[src/rtl/tpu_mac_banked.sv]
// rtl/tpu_mac_banked.sv - two-stage minifloat multiply into banked signed accumulators
// Optional macro TPU_MAC_SAT_EN: saturate overflowing bank updates instead of wrapping.
module tpu_mac_banked #(
    parameter  int EXP_W   = 4,
    parameter  int MAN_W   = 3,
    parameter  int ACC_W   = 34,
    parameter  int BANKS   = 4,
    localparam int FMT_W   = 1 + EXP_W + MAN_W,
    localparam int HALF_W  = ACC_W / 2,
    localparam int BANK_AW = (BANKS > 1) ? $clog2(BANKS) : 1
) (
    input  logic               clk,
    input  logic               reset,
    input  logic               in_valid,
    output logic               in_ready,
    input  logic [FMT_W-1:0]   in_a,
    input  logic [FMT_W-1:0]   in_b,
    input  logic [BANK_AW-1:0] in_bank,
    input  logic               clr,
    input  logic               rd_en,
    input  logic [BANK_AW-1:0] rd_bank,
    input  logic               rd_hl,
    output logic               rd_valid,
    output logic [HALF_W-1:0]  rd_data,
    output logic               err,
    output logic               ovf,
    output logic               busy
);

    localparam int SIG_W  = MAN_W + 1;
    localparam int PROD_W = 2 * SIG_W;
    localparam int SH_W   = EXP_W + 1;
    localparam int WIDE_W = PROD_W + (1 << SH_W) + ACC_W;
    localparam logic [ACC_W-1:0] SAT_MAX = {1'b0, {(ACC_W-1){1'b1}}};
    localparam logic [ACC_W-1:0] SAT_MIN = {1'b1, {(ACC_W-1){1'b0}}};

    logic [ACC_W-1:0]   bank_q [BANKS];
    logic               s1_valid_q, s1_valid_d;
    logic [PROD_W-1:0]  s1_prod_q, s1_prod_d;
    logic [SH_W-1:0]    s1_shift_q, s1_shift_d;
    logic               s1_sign_q, s1_sign_d;
    logic [BANK_AW-1:0] s1_bank_q, s1_bank_d;
    logic               err_q, ovf_q, rd_valid_q;
    logic [HALF_W-1:0]  rd_data_q, rd_data_d;

    logic               norm_a, norm_b;
    logic [SIG_W-1:0]   sig_a, sig_b;
    logic [EXP_W-1:0]   e_a, e_b;
    logic [WIDE_W-1:0]  wide;
    logic               range_err, upd, sum_ovf;
    logic [ACC_W-1:0]   mag, addend, cur, bank_d;
    logic [ACC_W:0]     sum;
    logic [ACC_W-1:0]   rd_word;

    assign in_ready = ~reset & ~clr;

    // Stage 1: decode both operands and form the product and combined shift.
    always_comb begin
        norm_a     = |in_a[EXP_W+MAN_W-1:MAN_W];
        norm_b     = |in_b[EXP_W+MAN_W-1:MAN_W];
        sig_a      = {norm_a, in_a[MAN_W-1:0]};
        sig_b      = {norm_b, in_b[MAN_W-1:0]};
        e_a        = in_a[EXP_W+MAN_W-1:MAN_W] - EXP_W'(norm_a);
        e_b        = in_b[EXP_W+MAN_W-1:MAN_W] - EXP_W'(norm_b);
        s1_valid_d = in_valid & in_ready &
                     ({1'b0, in_bank} < (BANK_AW+1)'(BANKS));
        s1_prod_d  = PROD_W'(sig_a) * PROD_W'(sig_b);
        s1_shift_d = {1'b0, e_a} + {1'b0, e_b};
        s1_sign_d  = in_a[FMT_W-1] ^ in_b[FMT_W-1];
        s1_bank_d  = in_bank;
    end

    // Stage 2: align, range-check and read-modify-write the target bank.
    always_comb begin
        wide      = WIDE_W'(s1_prod_q) << s1_shift_q;
        range_err = |wide[WIDE_W-1:ACC_W-1];
        mag       = {1'b0, wide[ACC_W-2:0]};
        addend    = s1_sign_q ? -mag : mag;
        cur       = bank_q[s1_bank_q];
        sum       = {cur[ACC_W-1], cur} + {addend[ACC_W-1], addend};
        sum_ovf   = sum[ACC_W] ^ sum[ACC_W-1];
        upd       = s1_valid_q & ~range_err;
`ifdef TPU_MAC_SAT_EN
        bank_d    = sum_ovf ? (cur[ACC_W-1] ? SAT_MIN : SAT_MAX) : sum[ACC_W-1:0];
`else
        bank_d    = sum[ACC_W-1:0];
`endif
    end

    always_comb begin
        rd_word = '0;
        if ({1'b0, rd_bank} < (BANK_AW+1)'(BANKS)) begin
            rd_word = bank_q[rd_bank];
        end
        rd_data_d = rd_hl ? rd_word[ACC_W-1:HALF_W] : rd_word[HALF_W-1:0];
    end

    always_ff @(posedge clk) begin
        if (reset || clr) begin
            s1_valid_q <= 1'b0;
            s1_prod_q  <= '0;
            s1_shift_q <= '0;
            s1_sign_q  <= 1'b0;
            s1_bank_q  <= '0;
            err_q      <= 1'b0;
            ovf_q      <= 1'b0;
            for (int i = 0; i < BANKS; i++) begin
                bank_q[i] <= '0;
            end
        end else begin
            s1_valid_q <= s1_valid_d;
            s1_prod_q  <= s1_prod_d;
            s1_shift_q <= s1_shift_d;
            s1_sign_q  <= s1_sign_d;
            s1_bank_q  <= s1_bank_d;
            err_q      <= err_q | (s1_valid_q & range_err);
            ovf_q      <= ovf_q | (upd & sum_ovf);
            if (upd) begin
                bank_q[s1_bank_q] <= bank_d;
            end
        end
    end

    // Reads sample the banks before any same-edge write or clear lands.
    always_ff @(posedge clk) begin
        if (reset) begin
            rd_valid_q <= 1'b0;
            rd_data_q  <= '0;
        end else begin
            rd_valid_q <= rd_en;
            if (rd_en) begin
                rd_data_q <= rd_data_d;
            end
        end
    end

    assign rd_valid = rd_valid_q;
    assign rd_data  = rd_data_q;
    assign err      = err_q;
    assign ovf      = ovf_q;
    assign busy     = s1_valid_q;

endmodule

[config.mk]
export PLATFORM = sky130hd
export DESIGN_NAME = tpu_mac_banked
export DESIGN_NICKNAME = d
export VERILOG_FILES = /design/src/rtl/tpu_mac_banked.sv
export SDC_FILE = /design/constraint.sdc
export NUM_CORES = 1
export LEC_CHECK = 0
export CAP_MARGIN = 20
export CELL_PAD_IN_SITES_DETAIL_PLACEMENT = 1
export CELL_PAD_IN_SITES_GLOBAL_PLACEMENT = 1
export CORE_ASPECT_RATIO = 0.5
export CORE_UTILIZATION = 51
export CTS_BUF_LIST = sky130_fd_sc_hd__clkbuf_4
export DETAILED_ROUTE_END_ITERATION = 10
export HOLD_SLACK_MARGIN = 0.05
export PLACE_DENSITY_LB_ADDON = 0.1
export SYNTH_ARGS = -nofsm -noshare
export SYNTH_HDL_FRONTEND = slang
export SYNTH_SLANG_ARGS = --single-unit
[constraint.sdc]
create_clock -name clk -period 6.5 [get_ports clk]
set_input_delay 1.3 -clock clk [delete_from_list [all_inputs] [get_ports clk]]
set_output_delay 1.3 -clock clk [all_outputs]
set_load 0.01 [all_outputs]
Yosys cells after proc, flatten, opt, wreduce, memory -nomap -nowiden
Memories as Yosys holds them, arrays and structs flattened. A register that Yosys moved wholly into a read port is not among the register bits.
Index checks and enable logic that the tools add are counted.
{"block": "classes", "bitwise_logic": 12, "addsub": 5, "n_mul": 1, "n_mux": 11, "n_shift": 1, "reduce_logical": 5}
{"operator": "8-bit by 5-bit left shift with 74-bit output", "count": 1}
{"operator": "34-bit two-way mux", "count": 2}
{"operator": "41-bit OR reduction", "count": 1}
{"operator": "34-bit by 34-bit adder with 35-bit output", "count": 1}
{"operator": "33-bit negator with 34-bit output", "count": 1}
{"operator": "34-bit OR reduction", "count": 1}
{"operator": "17-bit two-way mux", "count": 1}
{"operator": "4-bit by 4-bit multiplier with 8-bit output", "count": 1}
{"operator": "4-bit OR reduction", "count": 2}
{"operator": "4-bit by 1-bit subtractor with 4-bit output", "count": 2}
{"operator": "1-bit two-way mux", "count": 6}
{"operator": "4-bit by 4-bit adder with 5-bit output", "count": 1}
{"operator": "1-bit AND", "count": 5}
{"operator": "2-bit two-way mux", "count": 2}
{"operator": "1-bit NOT", "count": 3}
{"operator": "1-bit bitwise OR", "count": 2}
{"operator": "1-bit XOR", "count": 2}
{"operator": "1-bit logical OR", "count": 1}
{"block": "totals", "reg_bits": 37, "in_bits": 26, "word_cells": 45, "output_inout_bits": 22, "mem_bits_rw": 136, "memories": 1}
{"name": "bank_q", "depth": 4, "width": 34, "rd": 2, "rd_clocked_by_memory_dff": 1, "write_ports": 4, "line": "37", "text": "logic [ACC_W-1:0] bank_q [BANKS];"}

Logic depth before layout (Yosys ltp)
{"block": "depth", "word_depth": 9, "mapped_depth": 23, "depth_no_buf": 20}

Worst setup path before layout
OpenSTA, ideal clock, no wires.
{"block": "synth_timing", "path_type": "reg-to-reg", "start": "register s1_shift_q[0]", "end": "memory bank_q[2][33] (data pin)", "n_path_buf": 4, "slack_ps": 1655, "synth_period_minus_slack_ps": 4845, "path_stages_with_launch": 22, "setup_ps": 263, "arrival_ps": 4582, "required_ps": 6237, "cell_sequence": "dfxtp_1 > buf_6 > buf_2 > mux2_2 > a221oi_1 > a211o_1 > nor2b_1 > nand3_1 > or2_1 > buf_6 > o31ai_1 > xnor2_1 > ha_1 > clkbuf_1 > and3_1 > and3_1 > nand3_1 > nand2b_1 > o211ai_1 > o31ai_1 > xor2_1 > nor2_1"}
{"element": "from (decl)", "line": "40", "text": "logic [SH_W-1:0] s1_shift_q, s1_shift_d;"}
{"element": "from (signal assigned)", "line": "113", "text": "s1_shift_q <= s1_shift_d;"}
{"element": "to (decl)", "line": "37"}

==> run metrics <==
status complete, no violations; Initial DRC Count between 900 and 1000; Seq/Total Area, Yosys 40.0%; gr ovfl total 0; Die H 111 um; Synth area leaders edfxtp_1 34%, mux4_2 13%, dfxtp_1 6.1%; maximum vdd drop 107 uV; part of the cycle the worst path needs 91.6%; global-route wire length before repair 60000 um; Placer Congestion 0.928; Clock Path Buffers 2; Die X 219 um; cell taking the most area after synthesis edfxtp_1; class of the worst hold path reg2reg; max-cap viol count 0; Area Overhead vs Synth 8.41%; met1 Track Usage GR 46.1%; Post-Route Setup TNS 0 ns; ys async rst share 0%; post-synthesis mux area share between 10% and 20%; post-synthesis adder-cell area fraction under 10%; Placeable Area 23000 um2; critical path fanouts, max 13; clock-pin slew on the worst setup and hold paths 0.14 ns; Mapped Cells 1142; share of layout cells above drive strength 1 12.8%; Synthesized Nets 1229; Detailed Route WL 38600 um; final setup violating endpoints 0; DRC 0; top_reg_cell synth edfxtp_1; Synth Warn # 0; Crit. End Element flop; Initial Util 52.4%; internal cell power 1740 uW; io pins 48; Comb power frac 31.8%; Total GRT Usage 33.6%; Sink Count 173; Synth Area in Simple Gates about 15%; port buffer count 47; CP Data Required Time approximately 7.0 ns; largest net degree at the start of global routing 36; pwr/cell area 211 nW/um2; Startpoint Class flop; main combinational cell family by area after synthesis multiplexers; Clock Latency Late Sink ~0.64 ns; CP arrival between 6 and 7 ns; Post-DP HPWL 28300 um; vias in the first global route 10062; Cells after DPL approximately 1500; Final Slew Violations 0; Final Cell Area roughly 13000 um2; met3 Usage GRT 10.1%; Sw Share between 30% and 40%; grt peak-use layer met2; Compound-Gate Fraction of Synth Area 12.6%; DRT Pass-1 Iters 5; synthesized area 12000 um2; CTS Buf Count 17; worst slew pin tran between 0.9 and 1 ns; Synth cell types 72; Reg power frac a little under half; WS Path Type reg2reg; Final #Nets between 1000 and 1500; worst clock skew 0.0344 ns; post-route ant nets 0; Peak Freq 168 MHz; Clock Tree Root clkbuf_4; Switch Pwr 1020 uW; CTS tree built; met2 usage in global routing 51.4%; Final Non-Filler Cells 1485; cts hold-fix bufs 0; clock share of power 21.1%; Avg WL per Cell 26.0 um; Post-synth EDFFs 136; Synth Register Bits 173; syn avg cell area 10.6 um2; vias per cell ~6.5; H-Tree Level Count 4; Final Hold Vio Count 0; Vias 9671; Die ar. 24300 um2; Lkg Pwr 0.00498 uW; num rows 39; DP Area 12800 um2; initial antenna violation count 2; RSZ-0062 raised after global routing false; Yosys top cell area share 33.9%; Slew headroom 35.1%; XOR/XNOR Fraction of Synth Area 4.72%; final period demand of the worst path slightly below 6 ns
## worst max-delay path: stages (launching register included)
cell	delay (ns)
dfxtp_1	0.67
buf_4	0.29
mux4_2	0.33
a221oi_1	0.36
a211o_1	0.20
nor2b_1	0.30
nand3_1	0.28
o41ai_1	0.37
xor2_1	0.34
ha_1	0.37
a21oi_1	0.23
nor2b_1	0.07
nor2_1	0.12
nor2b_1	0.06
a211oi_1	0.50
a21oi_1	0.17
o41ai_1	0.47
a21boi_0	0.36
nor3b_1	0.29
## metrics by stage
step                hold WS, ns  total power (uW)  utilization [%]  worst slack (ns)
finish                    0.497              2760             56.8             0.545
global route              0.532              2880             56.8             0.231
CTS                       0.498              2750             56.8             0.432
detailed placement        0.476              2180             55.7             0.500
global placement          0.468              2140             55.7             0.733
floorplan                 0.505              1900                -              1.65
## power groups by stage
| stage | registers (uW) | clock network [uW] | logic, uW |
|---|---|---|---|
| after global placement | 1320 | 0 | 828 |
| after CTS | 1300 | 591 | 862 |
| after detailed placement | 1320 | 0 | 856 |
| final | 1300 | 581 | 878 |
| after global routing | 1310 | 625 | 950 |
| after floorplan | 1300 | 0 | 604 |
## path summary, 6_finish.rpt
check,start,end,slack (ns),cells after the start
max,s1_shift_q[2],bank_q[0][26],0.55,18
min,rd_data[15],rd_data[15],0.50,2
max reg2reg,s1_shift_q[2],bank_q[0][26],0.55,18
min reg2reg,rd_data[15],rd_data[15],0.50,2
## synth_stat cells (15+ instances only)
library cell	number
mux2i_1	30
ha_1	55
nor2_1	197
nand2b_1	19
o21ai_0	44
and2_1	24
mux4_2	72
xnor2_1	38
edfxtp_1	136
nand2_1	68
inv_1	38
clkbuf_1	50
a21oi_1	57
dfxtp_1	37
xor2_1	27
nand3_1	18
a211oi_1	28
a21o_1	15
## state kept, by name, summed over array words and instances, names as in the netlist
register    cells
ovf             1
s1_bank_q       2
rd_data        17
err             1
busy            1
bank_q        136
s1_prod_q       8
s1_shift_q      5
rd_valid        1
s1_sign_q       1
## cell families after synthesis
kind of cell,count (synthesis)
AO/OA/AOI/OAI,227
XOR/XNOR,65
adder cells (fa/ha/maj),61
buffers and inverters,108
flip-flops,173
multiplexers,110
AND/OR/NAND/NOR,398
## cells in the final DEF (no fill, tap or decap), types with 30 or more instances in the layout
| cell type | instances |
|---|---|
| ha_1 | 55 |
| o21ai_0 | 43 |
| clkdlybuf4s50_1 | 46 |
| nand2_1 | 68 |
| mux2i_1 | 30 |
| xnor2_1 | 38 |
| nor2_1 | 197 |
| dfxtp_1 | 34 |
| edfxtp_1 | 136 |
| a21oi_1 | 57 |
| inv_1 | 38 |
| mux4_2 | 72 |
## layer usage
| metal | wire length [um] | vias up |
|---|---|---|
| li1 | - | 4285 |
| met1 | 16300 | 4877 |
| met2 | 17300 | 441 |
| met3 | 4070 | 66 |
| met4 | 886 | 2 |
| met5 | 13 | - |
## timing repair
item | 4_1_cts | 5_1_grt
setup endpoints to repair | 0 | 8
gates resized for setup | 0 | 1
setup buffers | 0 | 0
## area by class of cell
type	count	area, um2
timing repair buffer	72	657
fill	2537	9920
tap	307	384
sequential	173	4830
inverter	39	146
clock buffer	20	150
antenna	1	2.50
multi-input combinational	861	6810
clock inverter	12	85.1
Note: power is estimated with default switching activity, not from simulation.
